===== src/rtl/uart_pkg.sv =====
// Shared UART definitions: receive FSM states, frame width and baud divisor helper.
package uart_pkg;

  typedef enum logic [2:0] {
    IDLE,
    START,
    DATA,
    STOP,
    BREAK
  } rx_state_t;

  localparam int UART_DATA_BITS = 8;

  function automatic int clks_per_bit(input int clock_freq, input int baud);
    return clock_freq / baud;
  endfunction

endpackage


===== src/rtl/uart_input_synchronizer.sv =====
// Two-flop synchroniser for an asynchronous UART-side input; both flops reset
// to 1 so an idle-high line never looks like a start bit out of reset.
module uart_input_synchronizer (
  input  logic clock,
  input  logic reset,
  input  logic async_in,
  output logic sync_out
);

  logic meta_q, meta_d;
  logic sync_q, sync_d;

  always_comb begin
    meta_d = async_in;
    sync_d = meta_q;
  end

  always_ff @(posedge clock) begin
    if (reset) begin
      meta_q <= 1'b1;
      sync_q <= 1'b1;
    end else begin
      meta_q <= meta_d;
      sync_q <= sync_d;
    end
  end

  assign sync_out = sync_q;

endmodule


===== src/rtl/uart_byte_receiver.sv =====
// 8N1 UART receiver with a one-byte holding register on a valid/ready handshake.
//
//  state | meaning
//  IDLE  | line idle, waiting for a falling edge on rx_s
//  START | timing to mid start bit to reject glitches
//  DATA  | sampling 8 data bits at mid-bit, LSB first
//  STOP  | sampling the stop bit at mid-bit
//  BREAK | stop bit was 0; waiting for the line to return high
module uart_byte_receiver
  import uart_pkg::*;
#(
  parameter int CLOCK_FREQUENCY = 100_000_000,
  parameter int BAUD_RATE       = 115_200
) (
  input  logic       clock,
  input  logic       reset,
  input  logic       uart_receive,
  output logic [7:0] data,
  output logic       data_valid,
  input  logic       data_ready,
  output logic       framing_error,
  output logic       overrun_error,
  output logic       busy
);

  localparam int CLKS_PER_BIT = clks_per_bit(CLOCK_FREQUENCY, BAUD_RATE);
  localparam int TIMER_W      = $clog2(CLKS_PER_BIT);
  localparam logic [TIMER_W-1:0] HALF_BIT = TIMER_W'(CLKS_PER_BIT / 2 - 1);
  localparam logic [TIMER_W-1:0] FULL_BIT = TIMER_W'(CLKS_PER_BIT - 1);
  localparam logic [2:0]         LAST_BIT = 3'(UART_DATA_BITS - 1);

  generate
    if (CLKS_PER_BIT < 4) begin : g_bad_rate
      $error("uart_byte_receiver: CLKS_PER_BIT must be >= 4");
    end
  endgenerate

  logic rx_s;

  uart_input_synchronizer u_rx_sync (
    .clock    (clock),
    .reset    (reset),
    .async_in (uart_receive),
    .sync_out (rx_s)
  );

  rx_state_t                 state_q, state_d;
  logic [TIMER_W-1:0]        timer_q, timer_d;
  logic [2:0]                index_q, index_d;
  logic [UART_DATA_BITS-1:0] shift_q, shift_d;
  logic [UART_DATA_BITS-1:0] data_q, data_d;
  logic                      valid_q, valid_d;
  logic                      ferr_q, ferr_d;
  logic                      oerr_q, oerr_d;
  logic                      deliver;
  logic                      frame_bad;
  logic                      accept;

  always_comb begin
    state_d   = state_q;
    timer_d   = timer_q + 1'b1;
    index_d   = index_q;
    shift_d   = shift_q;
    deliver   = 1'b0;
    frame_bad = 1'b0;
    case (state_q)
      IDLE: begin
        timer_d = '0;
        if (!rx_s) state_d = START;
      end
      START: begin
        if (timer_q == HALF_BIT) begin
          timer_d = '0;
          index_d = '0;
          state_d = rx_s ? IDLE : DATA;
        end
      end
      DATA: begin
        if (timer_q == FULL_BIT) begin
          timer_d = '0;
          shift_d = {rx_s, shift_q[UART_DATA_BITS-1:1]};
          if (index_q == LAST_BIT) state_d = STOP;
          else                     index_d = index_q + 3'd1;
        end
      end
      STOP: begin
        if (timer_q == FULL_BIT) begin
          timer_d = '0;
          if (rx_s) begin
            deliver = 1'b1;
            state_d = IDLE;
          end else begin
            frame_bad = 1'b1;
            state_d   = BREAK;
          end
        end
      end
      BREAK: begin
        timer_d = '0;
        if (rx_s) state_d = IDLE;
      end
      default: begin
        timer_d = '0;
        state_d = IDLE;
      end
    endcase
  end

  // A byte completing while the held byte is not being taken is dropped.
  always_comb begin
    accept  = valid_q & data_ready;
    data_d  = data_q;
    valid_d = valid_q & ~accept;
    ferr_d  = frame_bad;
    oerr_d  = 1'b0;
    if (deliver) begin
      if (valid_q && !accept) begin
        oerr_d = 1'b1;
      end else begin
        data_d  = shift_q;
        valid_d = 1'b1;
      end
    end
  end

  always_ff @(posedge clock) begin
    if (reset) begin
      state_q <= IDLE;
      timer_q <= '0;
      index_q <= '0;
      shift_q <= '0;
      data_q  <= '0;
      valid_q <= 1'b0;
      ferr_q  <= 1'b0;
      oerr_q  <= 1'b0;
    end else begin
      state_q <= state_d;
      timer_q <= timer_d;
      index_q <= index_d;
      shift_q <= shift_d;
      data_q  <= data_d;
      valid_q <= valid_d;
      ferr_q  <= ferr_d;
      oerr_q  <= oerr_d;
    end
  end

  assign data          = data_q;
  assign data_valid    = valid_q;
  assign framing_error = ferr_q;
  assign overrun_error = oerr_q;
  assign busy          = (state_q != IDLE);

endmodule


===== config.mk =====
export PLATFORM = sky130hd
export DESIGN_NAME = uart_byte_receiver
export DESIGN_NICKNAME = d
export VERILOG_FILES = /design/src/rtl/uart_pkg.sv /design/src/rtl/uart_input_synchronizer.sv /design/src/rtl/uart_byte_receiver.sv
export SDC_FILE = /design/constraint.sdc
export NUM_CORES = 1
export LEC_CHECK = 0
export CORE_MARGIN = 10
export CORE_UTILIZATION = 54
export DETAILED_ROUTE_END_ITERATION = 10
export HOLD_SLACK_MARGIN = 0.08
export PLACE_DENSITY = 0.76
export SLEW_MARGIN = 0
export SYNTH_ARGS = -nofsm -noshare
export SYNTH_HDL_FRONTEND = slang
export SYNTH_SLANG_ARGS = --single-unit

===== constraint.sdc =====
create_clock -name clock -period 2.54 [get_ports clock]
set_clock_uncertainty 0.05 [all_clocks]
set_input_delay 0.635 -clock clock [delete_from_list [all_inputs] [get_ports clock]]
set_output_delay 0.635 -clock clock [all_outputs]
set_load 0.01 [all_outputs]

==> metrics.csv <==
stage;metric;value;unit
die;Core ar.;2830;sq um
place;Placed Instance Area;1790;sq um
timing;Fin. Hold Viols;0;
route;Routed WL;3010;um
grt;vias in the first global route;1140;
yosys;Post-Syn Area;1630;sq um
route;DRT Pass-1 Iters;4;
final_layout;Post-Layout Cell Count;211;
route;DR WL/cell;14.3;um
route;Vias per Instance;5.73;
die;Site Rows;19;
cts;PostCTS Resize Cnt;0;
route;1st-iter DRT viols;99;
cts;TritonCTS Buffers;5;
worst_setup_path;Worst path slowest cell;clkdlybuf4s50_1;
final_layout;Finished Cell Area;1880;sq um
timing;min Tclk post-route;2330;ps
place;gp weighted congestion;0.786;
grt;initial antenna violation count;0;
worst_setup_path;CP peak stage delay;480;ps
place;post-DP HPWL;2170;um
final_layout;commonest cells after routing, fill and taps aside;dfxtp_1, nor2_1, mux2i_1, clkdlybuf4s50_1, nor2_2;
die;Starting Density;57.5;%
final_layout;area of the multi-input gates;832;sq um
grt;grt ovf;0;
yosys;number of synthesized register bits;37;
run_status;status;complete, no violations;
final_layout;share of cells above drive strength 1;17.2;%
power;cell area power density;668;nW/um^2
worst_setup_path;crit start category;register;
timing;Slew @ Worst Pin;587;ps
route;antenna-violating nets left;0;
final_layout;fin nets;187;
cts;H-tree depth;2;
yosys;Post-synth ARST share;0;%
cts;Clock transition at path regs;120;ps
route;DR DRC count;0;
yosys;sequential share of the synthesized area;45.6;%
yosys;Yosys warning count;0;
worst_setup_path;Top delay family on crit path;buffers and inverters;
place;Buffers on Ports;15;
die;die area;5600;sq um
cts;clk_lat worst skew;340;ps
yosys;Mean Syn Cell Area;10.0;sq um
worst_setup_path;CP cell instances;or3_1, clkdlybuf4s50_1;
cts;TritonCTS clock tree;yes;
worst_setup_path;CP Buf/Inv Count;1;
final_layout;# fillers;236;
power;VDD IR-drop max;0.000520;V
cts;root buffer cell;clkbuf_4;
route;DR vias;1210;
timing;Max Freq;428;MHz
yosys;number of flops mapped to enable cells by yosys;0;
run;max-cap violation count;0;
grt;largest net degree at the start of global routing;28;
worst_setup_path;CP arrival;1650;ps
grt;global-route wire length before repair;5220;um
final_layout;Area growth syn-to-layout;15.4;%
timing;setup TNS;0;ps
grt;GRT Util Overall;11.8;%
yosys;ys flop type;dfxtp_1;
timing;final setup fails;0;
yosys;Cells after Synth;162;
timing;unrepaired setup endpoints after global routing;false;
die;Ports;16;
yosys;Netlist cell types;43;
worst_setup_path;crit path capture type;primary output;
worst_setup_path;Crit path required time;1860;ps
place;Placed Cells;203;
timing;Slew HR;60.9;%
worst_setup_path;critical path type;reg2out;
worst_setup_path;Crit Path Max Fanout;10;
cts;clock buffer depth;2;
timing;fin crit share;91.9;%
timing;Worst Hold Slack;381;ps
hold_path;Worst Hold Class;reg2reg;
final_layout;Antenna Cells;0;
cts;clock sinks;37;
power;Leakage Power;0.000726;uW
final_layout;commonest non-fill, non-tap cell in the layout;dfxtp_1;
cts;hold_buf cts;0;
timing;fin. max-slew vios;0;
die;die width;74.9;um
final_layout;Sequential cell area;741;sq um
yosys;net count after synthesis;170;
cts;Post-CTS Setup Inserts;0;
die;height of the die;74.9;um
state kept, by name, summed over array words and instances (netlist names):
| name | cells |
|---|---|
| state_q | 3 |
| data | 8 |
| framing_error | 1 |
| shift_q | 8 |
| overrun_error | 1 |
| index_q | 3 |
| timer_q | 10 |
| data_valid | 1 |
| u_rx_sync.meta_q | 1 |
| u_rx_sync.sync_out | 1 |
synthesized netlist by cell type (3+ instances only):
cell type / count / area [sq um]
dfxtp_1: 37 / 741
nor2_1: 17 / 63.8
mux2i_1: 16 / 160
nor2_2: 10 / 62.6
nand3_1: 7 / 35.0
a21oi_1: 5 / 25.0
xor2_1: 5 / 43.8
ha_1: 4 / 50.1
nand2_1: 4 / 15.0
nand2b_1: 4 / 25.0
nand4_1: 4 / 25.0
and3_1: 3 / 18.8
buf_2: 3 / 15.0
clkbuf_1: 3 / 11.3
nor2b_1: 3 / 18.8
nor3_1: 3 / 15.0
xnor2_1: 3 / 26.3
power breakdown:
| part | internal (uW) | switching (uW) | total, uW |
|---|---|---|---|
| Clock | 208 | 198 | 406 |
| Sequential | 597 | 29.6 | 626 |
| Combinational | 94.7 | 127 | 221 |
| Total | 900 | 354 | 1250 |
path summary, 6_finish.rpt:
| check | from | end | slack, ps | depth (start not counted) |
|---|---|---|---|---|
| min reg2reg | u_rx_sync.meta_q | u_rx_sync.sync_out | 380 | 1 |
| min | u_rx_sync.meta_q | u_rx_sync.sync_out | 380 | 1 |
| max reg2reg | timer_q[0] | timer_q[5] | 300 | 6 |
| max | state_q[2] | busy | 210 | 2 |
layer usage:
layer	global-route usage [%]	share of wire [%]
met1	15.7	46
met5	0	0
met2	16.3	44
met4	5.88	2.1
met3	4.20	8.2
per-stage QoR:
step | worst slack [ps] | utilization, % | total power, uW
after global routing | 132 | 66.3 | 1320
after global placement | 399 | 63.3 | 851
after floorplan | 749 | - | 797
after detailed placement | 335 | 63.3 | 855
final | 205 | 66.3 | 1250
after CTS | 184 | 66.3 | 1260
cells by family after synthesis:
group                    count (synthesis)  share of synthesized area [%]
AO/OA/AOI/OAI                           13                           5.77
XOR/XNOR                                 8                           4.31
adder cells (fa/ha/maj)                  4                           3.08
buffers and inverters                   10                           3.23
AND/OR/NAND/NOR                         73                           27.5
multiplexers                            17                           10.5
flip-flops                              37                           45.6
cell type report:
class	count	share of cell area (%)
multi-input cells	115	44.4
flip-flops and latches	37	39.5
repair buffers	18	9.21
clock inverters	3	2.47
well taps	31	2.07
clock buffers	5	2.00
inverters	2	0.400
Note: power is estimated with default switching activity, not from simulation.
